**config.mk**
```make
export PLATFORM = sky130hd
export DESIGN_NAME = mul_div_unit
export DESIGN_NICKNAME = d
export VERILOG_FILES = /design/src/rtl/mdu_pkg.sv /design/src/rtl/mdu_sign_fix.sv /design/src/rtl/mul_div_unit.sv
export SDC_FILE = /design/constraint.sdc
export NUM_CORES = 1
export LEC_CHECK = 0
export BUFFER_PORTS_ARGS = -buffer_cell sky130_fd_sc_hd__clkbuf_2
export CORE_MARGIN = 2
export CORE_UTILIZATION = 50
export CTS_CLUSTER_DIAMETER = 120
export DETAILED_ROUTE_END_ITERATION = 6
export PLACE_DENSITY = 0.7
export SLEW_MARGIN = 40
export SYNTH_ARGS = -nofsm -noshare
export SYNTH_HDL_FRONTEND = slang
export SYNTH_SLANG_ARGS = --single-unit
export TNS_END_PERCENT = 1
```
**constraint.sdc**
```tcl
create_clock -name CLK -period 3.6 [get_ports CLK]
set_input_delay 0.18 -clock CLK [delete_from_list [all_inputs] [get_ports CLK]]
set_output_delay 0.18 -clock CLK [all_outputs]
set_load 0.005 [all_outputs]
```
**src/rtl/mdu_pkg.sv**
```systemverilog
// Shared definitions for the RV32M multiply/divide unit: width, funct3 codes,
// sequencer states and operand-signedness helpers.
package mdu_pkg;

  localparam int XLEN = 32;

  localparam logic [2:0] OP_MUL    = 3'b000;
  localparam logic [2:0] OP_MULH   = 3'b001;
  localparam logic [2:0] OP_MULHSU = 3'b010;
  localparam logic [2:0] OP_MULHU  = 3'b011;
  localparam logic [2:0] OP_DIV    = 3'b100;
  localparam logic [2:0] OP_DIVU   = 3'b101;
  localparam logic [2:0] OP_REM    = 3'b110;
  localparam logic [2:0] OP_REMU   = 3'b111;

  typedef enum logic [1:0] {
    ST_IDLE = 2'd0,
    ST_CALC = 2'd1,
    ST_FIN  = 2'd2
  } state_t;

  function automatic logic is_div(input logic [2:0] op);
    return op[2];
  endfunction

  // {rs1 signed, rs2 signed}
  function automatic logic [1:0] is_signed(input logic [2:0] op);
    case (op)
      OP_MULH, OP_DIV, OP_REM: return 2'b11;
      OP_MULHSU:               return 2'b10;
      default:                 return 2'b00;
    endcase
  endfunction

endpackage

```
**src/rtl/mdu_sign_fix.sv**
```systemverilog
// Conditional two's-complement negate; with neg tied to the sign bit it yields
// the absolute value.
module mdu_sign_fix #(
  parameter int W = 32
) (
  input  logic [W-1:0] value,
  input  logic         neg,
  output logic [W-1:0] result
);

  assign result = neg ? (~value + W'(1)) : value;

endmodule

```
**src/rtl/mul_div_unit.sv**
```systemverilog
// Iterative RV32M executor: shift-add multiplier and restoring divider sharing
// one 32-step sequencer; divide-by-zero and signed overflow bypass the loop.
module mul_div_unit #(
  parameter int XLEN  = mdu_pkg::XLEN,
  parameter int ITERS = XLEN
) (
  input  logic            CLK,
  input  logic            RESET,
  input  logic            START,
  input  logic [2:0]      ALU_OP,
  input  logic [XLEN-1:0] OPERAND1,
  input  logic [XLEN-1:0] OPERAND2,
  output logic            BUSY,
  output logic            DONE,
  output logic [XLEN-1:0] RESULT
);
  import mdu_pkg::*;

  state_t            state, state_nxt;
  logic [2:0]        op_r;
  logic              neg1_r, neg2_r, special_r;
  logic [5:0]        cnt;
  logic [XLEN-1:0]   mcand_r, spec_res_r, result_r;
  logic [2*XLEN-1:0] acc, acc_step;

  logic              sgn1, sgn2, div_zero, div_ovf, special;
  logic [XLEN-1:0]   abs1, abs2, spec_val, fin_result;

  assign sgn1 = is_signed(ALU_OP)[1] & OPERAND1[XLEN-1];
  assign sgn2 = is_signed(ALU_OP)[0] & OPERAND2[XLEN-1];

  mdu_sign_fix #(.W(XLEN)) u_abs1 (.value(OPERAND1), .neg(sgn1), .result(abs1));
  mdu_sign_fix #(.W(XLEN)) u_abs2 (.value(OPERAND2), .neg(sgn2), .result(abs2));

  assign div_zero = is_div(ALU_OP) && (OPERAND2 == '0);
  assign div_ovf  = is_div(ALU_OP) && !ALU_OP[0]
                    && (OPERAND1 == {1'b1, {(XLEN-1){1'b0}}}) && (OPERAND2 == '1);
  assign special  = div_zero | div_ovf;

  // ALU_OP[1] distinguishes REM* from DIV* within the divide group
  always_comb begin
    spec_val = '0;
    if (div_zero)
      spec_val = ALU_OP[1] ? OPERAND1 : '1;
    else if (!ALU_OP[1])
      spec_val = {1'b1, {(XLEN-1){1'b0}}};
  end

  // One iteration: acc holds {hi, multiplier} for mul, {remainder, quotient} for div
  logic [XLEN:0] mul_sum, div_shift, div_diff;
  assign mul_sum   = {1'b0, acc[2*XLEN-1:XLEN]} + (acc[0] ? {1'b0, mcand_r} : '0);
  assign div_shift = {acc[2*XLEN-1:XLEN], acc[XLEN-1]};
  assign div_diff  = div_shift - {1'b0, mcand_r};

  always_comb begin
    if (is_div(op_r))
      acc_step = div_diff[XLEN] ? {div_shift[XLEN-1:0], acc[XLEN-2:0], 1'b0}
                                : {div_diff[XLEN-1:0],  acc[XLEN-2:0], 1'b1};
    else
      acc_step = {mul_sum, acc[XLEN-1:1]};
  end

  logic [2*XLEN-1:0] prod_fix;
  logic [XLEN-1:0]   quo_fix, rem_fix;

  mdu_sign_fix #(.W(2*XLEN)) u_fix_prod (.value(acc), .neg(neg1_r ^ neg2_r), .result(prod_fix));
  mdu_sign_fix #(.W(XLEN)) u_fix_quo (.value(acc[XLEN-1:0]), .neg(neg1_r ^ neg2_r), .result(quo_fix));
  mdu_sign_fix #(.W(XLEN)) u_fix_rem (.value(acc[2*XLEN-1:XLEN]), .neg(neg1_r), .result(rem_fix));

  always_comb begin
    fin_result = prod_fix[2*XLEN-1:XLEN];
    if (special_r)
      fin_result = spec_res_r;
    else begin
      case (op_r)
        OP_MUL:          fin_result = prod_fix[XLEN-1:0];
        OP_DIV, OP_DIVU: fin_result = quo_fix;
        OP_REM, OP_REMU: fin_result = rem_fix;
        default:         fin_result = prod_fix[2*XLEN-1:XLEN];
      endcase
    end
  end

  always_ff @(posedge CLK) begin
    if (RESET) state <= ST_IDLE;
    else       state <= state_nxt;
  end

  always_comb begin
    state_nxt = state;
    BUSY      = 1'b1;
    DONE      = 1'b0;
    RESULT    = result_r;
    case (state)
      ST_IDLE: begin
        BUSY = 1'b0;
        if (START) state_nxt = special ? ST_FIN : ST_CALC;
      end
      ST_CALC: if (cnt == 6'(ITERS-1)) state_nxt = ST_FIN;
      ST_FIN: begin
        DONE      = 1'b1;
        RESULT    = fin_result;
        state_nxt = ST_IDLE;
      end
      default: state_nxt = ST_IDLE;
    endcase
  end

  always_ff @(posedge CLK) begin
    if (RESET) begin
      op_r       <= '0;
      neg1_r     <= 1'b0;
      neg2_r     <= 1'b0;
      special_r  <= 1'b0;
      cnt        <= '0;
      mcand_r    <= '0;
      spec_res_r <= '0;
      result_r   <= '0;
      acc        <= '0;
    end else begin
      case (state)
        ST_IDLE: if (START) begin
          op_r       <= ALU_OP;
          neg1_r     <= sgn1;
          neg2_r     <= sgn2;
          special_r  <= special;
          spec_res_r <= spec_val;
          cnt        <= '0;
          mcand_r    <= is_div(ALU_OP) ? abs2 : abs1;
          acc        <= {{XLEN{1'b0}}, is_div(ALU_OP) ? abs1 : abs2};
        end
        ST_CALC: begin
          acc <= acc_step;
          cnt <= cnt + 6'd1;
        end
        ST_FIN:  result_r <= fin_result;
        default: ;
      endcase
    end
  end

endmodule

```
==> results of run 1 <==
-- registers in the layout, summed over array words and instances, names as in the netlist --
register / flops
neg2_r: 1
result_r: 32
acc: 64
mcand_r: 32
spec_res_r: 32
state: 2
cnt: 6
special_r: 1
op_r: 3
neg1_r: 1
-- worst max path at each step --
stage / start / end / slack, ns / cells past startpoint
2_1_floorplan: acc[31] / acc[43] / 0.19 / 15
3_3_place_gp: acc[3] / RESULT[4] / 0.24 / 9
3_5_place_dp: acc[0] / acc[61] / 0.19 / 13
4_1_cts: acc[3] / RESULT[4] / -0.07 / 9
5_1_grt: acc[3] / RESULT[4] / -0.19 / 9
6_report: acc[3] / RESULT[4] / -0.09 / 9
-- final cells by class --
type                            count  area [um^2]
Sequential cell                   174         3490
Clock buffer                       19          443
Fill cell                        3100        13400
Tap cell                          402          503
Multi-Input combinational cell   1890        12000
Clock inverter                     13          123
Timing Repair Buffer              229         1510
Inverter                           71          270
-- layer usage --
| layer | global-route usage | vias up |
|---|---|---|
| li1 | - | 8479 |
| met1 | 0.510 | 8675 |
| met2 | 0.591 | 1040 |
| met3 | 0.0846 | 205 |
| met4 | 0.179 | 0 |
| met5 | 0 | - |
-- critical path, delay by kind of cell (launching register included) --
| family | cells | cell delay [ns] |
|---|---|---|
| AO/OA/AOI/OAI | 3 | 0.69 |
| flip-flops | 1 | 0.32 |
| buffers and inverters | 1 | 0.13 |
| XOR/XNOR | 1 | 0.15 |
| AND/OR/NAND/NOR | 4 | 1.76 |
-- per-stage QoR --
stage / hold WS (ns) / util / setup WS [ns]
floorplan: 0.316 / - / 0.187
global placement: 0.439 / 0.551 / 0.240
detailed placement: 0.449 / 0.551 / 0.193
CTS: 0.0153 / 0.572 / -0.0738
global route: 0.0323 / 0.578 / -0.187
finish: 0.0232 / 0.578 / -0.0852
-- layout by cell type, fill, tap and decap left out, drive strengths merged, types with 33 or more instances in the layout --
cell,instances
xnor2,92
dfxtp,174
a211oi,52
or3,33
nand2,236
buf,129
mux2i,73
a21oi,217
xor2,77
nor2,229
a31oi,33
and2,47
nand2b,46
inv,77
nor3,72
o21ai,185
clkbuf,119
ha,70
nand3,65
-- logic make-up (layout without fill, tap and decap cells) --
kind of cell | Yosys count | in the layout | share of synthesized area
AND/OR/NAND/NOR | 854 | 855 | 0.252
AO/OA/AOI/OAI | 717 | 717 | 0.278
buffers and inverters | 250 | 332 | 0.0591
flip-flops | 174 | 174 | 0.215
XOR/XNOR | 169 | 169 | 0.0914
multiplexers | 77 | 77 | 0.0479
adder cells (fa/ha/maj) | 72 | 72 | 0.0566
-- timing repair --
| item | 4_1_cts | 5_1_grt |
|---|---|---|
| setup endpoints to repair | 16 | 43 |
| hold buffers | 0 | 0 |
| gates resized for setup | 16 | 32 |
| gates cloned | 1 | 0 |
| pin swaps | 5 | 10 |
| buffers inserted | 4 | 7 |
-- report_power, final --
part | switching [W] | internal (W) | leakage (nW)
Combinational | 0.00170 | 0.000959 | 5.67
Sequential | 0.000140 | 0.00204 | 1.42
Clock | 0.000929 | 0.000934 | 0.270
==> impl_metrics.csv, run 1 <==
group,metric,value,unit
routing,via_count,18399,
sta,clock_skew,0.0131,ns
setup_path,critPathKind,"flip-flop to primary output",
logic_synthesis,synth-edff-count,0,
sta,layout_min_cycle_time,3.69,ns
sta,fin_crit_sh,1.02,
die,initial_utilization,0.511,
global_route,grt_max_degree,102,
setup_path,r2r-end,"acc[61]",
logic_synthesis,synthTopCellsByArea,"dfxtp_1 22%, a21oi_1 6.7%, o21ai_0 5.7%",
place,dp.cells,2754,
die,core-area,31700,um^2
place,io_buffers,103,
logic_synthesis,yosys_warnings,0,
global_route,grt_pass1_vias,17009,
die,fp.dieW,184,um
flow_run,maxCapViolCount,0,
logic_synthesis,synth.most_common_cell,"nand2_1",
logic_synthesis,ys.flop_type,"dfxtp_1",
setup_path,cp-end-kind,"primary output",
sta,fin_tns_setup,-0.258,ns
place,place_congestion,1.01,
routing,wirelength,65700,um
routing,drtPass1Iterations,7,
sta,max_freq,271,MHz
hold_path,hold_end,"op_r[0]",
setup_path,critPathMaxFanout,5,
logic_synthesis,yosysSeqAreaShare,0.215,
setup_path,timing.rr.start,"mcand_r[5]",
clock_network,cts_made_buffers,17,
setup_path,worstRegToRegCells,12,
die,dieArea,33800,um^2
clock_network,worstSkewPairLatency,0.46,ns
logic_synthesis,synth_nets,2455,
hold_path,hp-class,"input port to flip-flop",
sta,worst_slack,-0.0852,ns
die,io_pins,104,
clock_network,cts_sinks,174,
die,rows,65,
cells_and_area,final_cells,2798,
power,power.total,0.00671,W
cells_and_area,final_area,18300,um^2
logic_synthesis,synth_commonest_cells,"236 x nand2_1, 229 x nor2_1, 217 x a21oi_1",
global_route,grt_overflow_total,0,
global_route,grt_pass1_wl,99400,um
routing,wl_met3,6820,um
routing,drc,4,
run_status,violations,"design-rule violations, negative setup slack",
routing,met2WireLength,28300,um
setup_path,slowest_stage,"or4_4",
routing,postRouteAntennaNets,0,
routing,via_per_inst,6.58,
routing,met1_length,27000,um
run_status,outcome,"finished with violations",
logic_synthesis,yosysTopAreaCellShare,0.215,
routing,drt_iter0_drc,2294,
power,power_density,366,nW/um^2
clock_network,clockRootBuffer,"clkbuf_16",
setup_path,max_stage_delay,0.55,ns
sta,final_max_slew_viol_count,0,
hold_path,holdPathStages,3,
power,ir_drop,404,uV
setup_path,worstPathCellList,"or4_4, or3_4, or4_4, or3_4, o31a_1, xor2_1, a2111oi_2, a21oi_1, clkbuf_2",
power,cellLeakagePower,7.36,nW
clock_network,h-tree-depth,4,
cells_and_area,antenna_cells,0,
global_route,grt_usage,0.384,
setup_path,worstPathArrival,3.51,ns
logic_synthesis,syn_inst,2313,
die,die_h,184,um
sta,worst_pin_slew,0.877,ns
clock_network,clk_pin_slew,0.07,ns
global_route,antenna_found_initial,0,
place,dpl.hpwl,50700,um
cells_and_area,drive_above_1_share,0.141,
setup_path,rrSetupSlack,0.23,ns
routing,wl_per_cell,23.5,um
setup_path,worstSetupStartpointType,"flip-flop",
logic_synthesis,synth.avg_cell_area,7.00,um^2
logic_synthesis,synth_top_cell_by_area,"dfxtp_1",
cells_and_area,area_growth,13.2,%
sta,setup_violations,7,
clock_network,clock_path_buffers,2,
setup_path,worstPathRequired,3.42,ns
sta,rsz0062_at_grt,"yes",
clock_network,cts_tree,"yes",
logic_synthesis,syn_area,16200,um^2
place,dpl_cell_area,17500,um^2
hold_path,min-delay-start,"ALU_OP[0]",
logic_synthesis,async_flop_share,0,
cells_and_area,final_nets,2525,
logic_synthesis,ys_ff_latch,174,
sta,hold_viol_final,0,
sta,slew_headroom,0.411,
routing,highest_layer,"met4",
logic_synthesis,netlist-cell-type-count,81,
Note: power is estimated with default switching activity, not from simulation.
==> run 2, diff against run 1 <==
==> constraint.sdc (replaced) <==
create_clock -name CLK -period 3.6 [get_ports CLK]
set_input_delay 0.18 -clock CLK [delete_from_list [all_inputs] [get_ports CLK]]
set_output_delay 0.18 -clock CLK [all_outputs]
set_load 0.05 [all_outputs]
==> run 2 against run 1 <==
Compared with the run above: register-to-register slack got worse by 0.17 ns; final area rose by 0.78%; worst setup slack lost 0.24 ns; non-clock buffer count increased by 2; sequential share of layout area shrank 0.16 points; first-iteration DRC count grew 5.0%; the run still ends with design-rule violations, negative setup slack left; largest cell class unchanged.
==> impl_metrics.csv, run 2 (synthesis gave the netlist of run 1 again) <==
group,metric,value,unit
cells_and_area,top_register,"acc",
clock_network,cts_sinks,174,
place,place_congestion,0.999,
die,dieArea,33800,um^2
run_status,violations,"design-rule violations, negative setup slack",
clock_network,clock_path_buffers,2,
place,io_buffers,103,
cells_and_area,final_cell_mix,"234 x nand2_1, 226 x nor2_1, 214 x a21oi_1, 180 x o21ai_0, 172 x dfxtp_1",
global_route,grt_usage,0.388,
sta,hold_viol_final,0,
clock_network,cts_tree,"yes",
sta,worst_pin_slew,0.860,ns
global_route,grt_max_degree,103,
power,power.total,0.00699,W
sta,final_max_slew_viol_count,0,
sta,worst_slack,-0.323,ns
power,ir_drop,409,uV
sta,setup_violations,26,
die,fp.dieW,184,um
place,dp.cells,2763,
die,die_h,184,um
setup_path,worstSetupStartpointType,"flip-flop",
sta,max_freq,255,MHz
place,dpl.hpwl,51400,um
setup_path,worstPathRequired,3.42,ns
global_route,antenna_found_initial,1,
clock_network,worstSkewPairLatency,0.47,ns
routing,via_per_inst,6.62,
place,post-place-ws,0.0414,ns
power,power_density,378,nW/um^2
clock_network,postCtsHoldBufs,0,
cells_and_area,mostFrequentLayoutCell,"nand2_1",
die,initial_utilization,0.511,
routing,wl_per_cell,23.8,um
routing,postRouteAntennaNets,0,
clock_network,clockRootBuffer,"clkbuf_16",
routing,drc,4,
sta,layout_min_cycle_time,3.92,ns
sta,clock_skew,0.0198,ns
clock_network,h-tree-depth,4,
cells_and_area,area_growth,14.1,%
cells_and_area,drive_above_1_share,0.136,
global_route,grt_pass1_wl,100000,um
clock_network,cts_made_buffers,17,
setup_path,cp-end-kind,"primary output",
sta,rsz0062_at_grt,"yes",
sta,fin_crit_sh,1.09,
die,io_pins,104,
setup_path,worstPathArrival,3.74,ns
routing,wirelength,66600,um
global_route,grt_pass1_vias,16764,
power,cellLeakagePower,7.42,nW
setup_path,critPathMaxFanout,5,
routing,via_count,18543,
routing,drtPass1Iterations,7,
hold_path,hp-class,"input port to flip-flop",
cells_and_area,antenna_cells,0,
flow_run,maxCapViolCount,0,
cells_and_area,final_nets,2527,
sta,slew_headroom,0.421,
die,rows,65,
die,core-area,31700,um^2
run_status,outcome,"finished with violations",
global_route,grt_overflow_total,0,
cells_and_area,largest_reg_flops,64,
cells_and_area,final_cells,2800,
setup_path,critPathKind,"flip-flop to primary output",
routing,drt_iter0_drc,2409,
clock_network,clk_pin_slew,0.07,ns
## run 2: stage by stage
stage / utilization / cell area (um^2) / hold slack [ns] / setup TNS (ns)
2_1_floorplan: - / 16200 / 0.316 / -2.36
3_3_place_gp: 0.557 / 17700 / 0.437 / 0
3_5_place_dp: 0.558 / 17700 / 0.443 / 0
4_1_cts: 0.580 / 18400 / 0.00858 / -3.43
5_1_grt: 0.583 / 18500 / 0.0331 / -8.46
6_report: 0.583 / 18500 / 0.0179 / -4.29
## run 2: power breakdown
part | leakage (nW) | total, W | internal [W] | switching, W
combinational | 5.70 | 0.00282 | 0.000983 | 0.00184
sequential | 1.42 | 0.00215 | 0.00204 | 0.000107
clock | 0.301 | 0.00202 | 0.00106 | 0.000958
total | 7.42 | 0.00699 | 0.00409 | 0.00290
## run 2: worst paths after layout
path                            slack, ns  depth (start not counted)           start        endpoint
worst max-delay path                -0.32                          9          acc[3]       RESULT[4]
worst min-delay path                 0.02                          3       ALU_OP[0]         op_r[0]
worst max register to register       0.06                         13          acc[0]         acc[60]
worst min register to register       0.45                          2  spec_res_r[24]  spec_res_r[24]
## run 2: worst max-delay path, cell delays in order, from the launching register on
cell and delay, ns:
dfxtp_2 0.32, or4_4 0.55, or3_4 0.35, or4_4 0.60, or3_4 0.44, o31a_1 0.27
xor2_1 0.15, a2111oi_2 0.34, a21oi_2 0.09, buf_8 0.17
## run 2: layout make-up
type | instances | area [um^2]
fillers | 3002 | 13200
well taps | 402 | 503
flip-flops and latches | 174 | 3490
multi-input cells | 1890 | 11900
repair buffers | 231 | 1680
clock inverters | 15 | 191
clock buffers | 17 | 425
inverters | 71 | 267
## run 2: timing repair
action                                  4_1_cts  5_1_grt
setup buffers                                 2        2
pin swaps                                     2       10
cloned                                        0        1
endpoints found under the setup margin       28       33
gates resized for setup                      11       19
## run 2: routing by layer
layer,global-route usage,up-vias,wire (um)
met1,0.522,8762,27900
met3,0.0818,192,6600
met5,0,-,12
met2,0.588,1095,28500
li1,-,8492,-
met4,0.193,2,3640
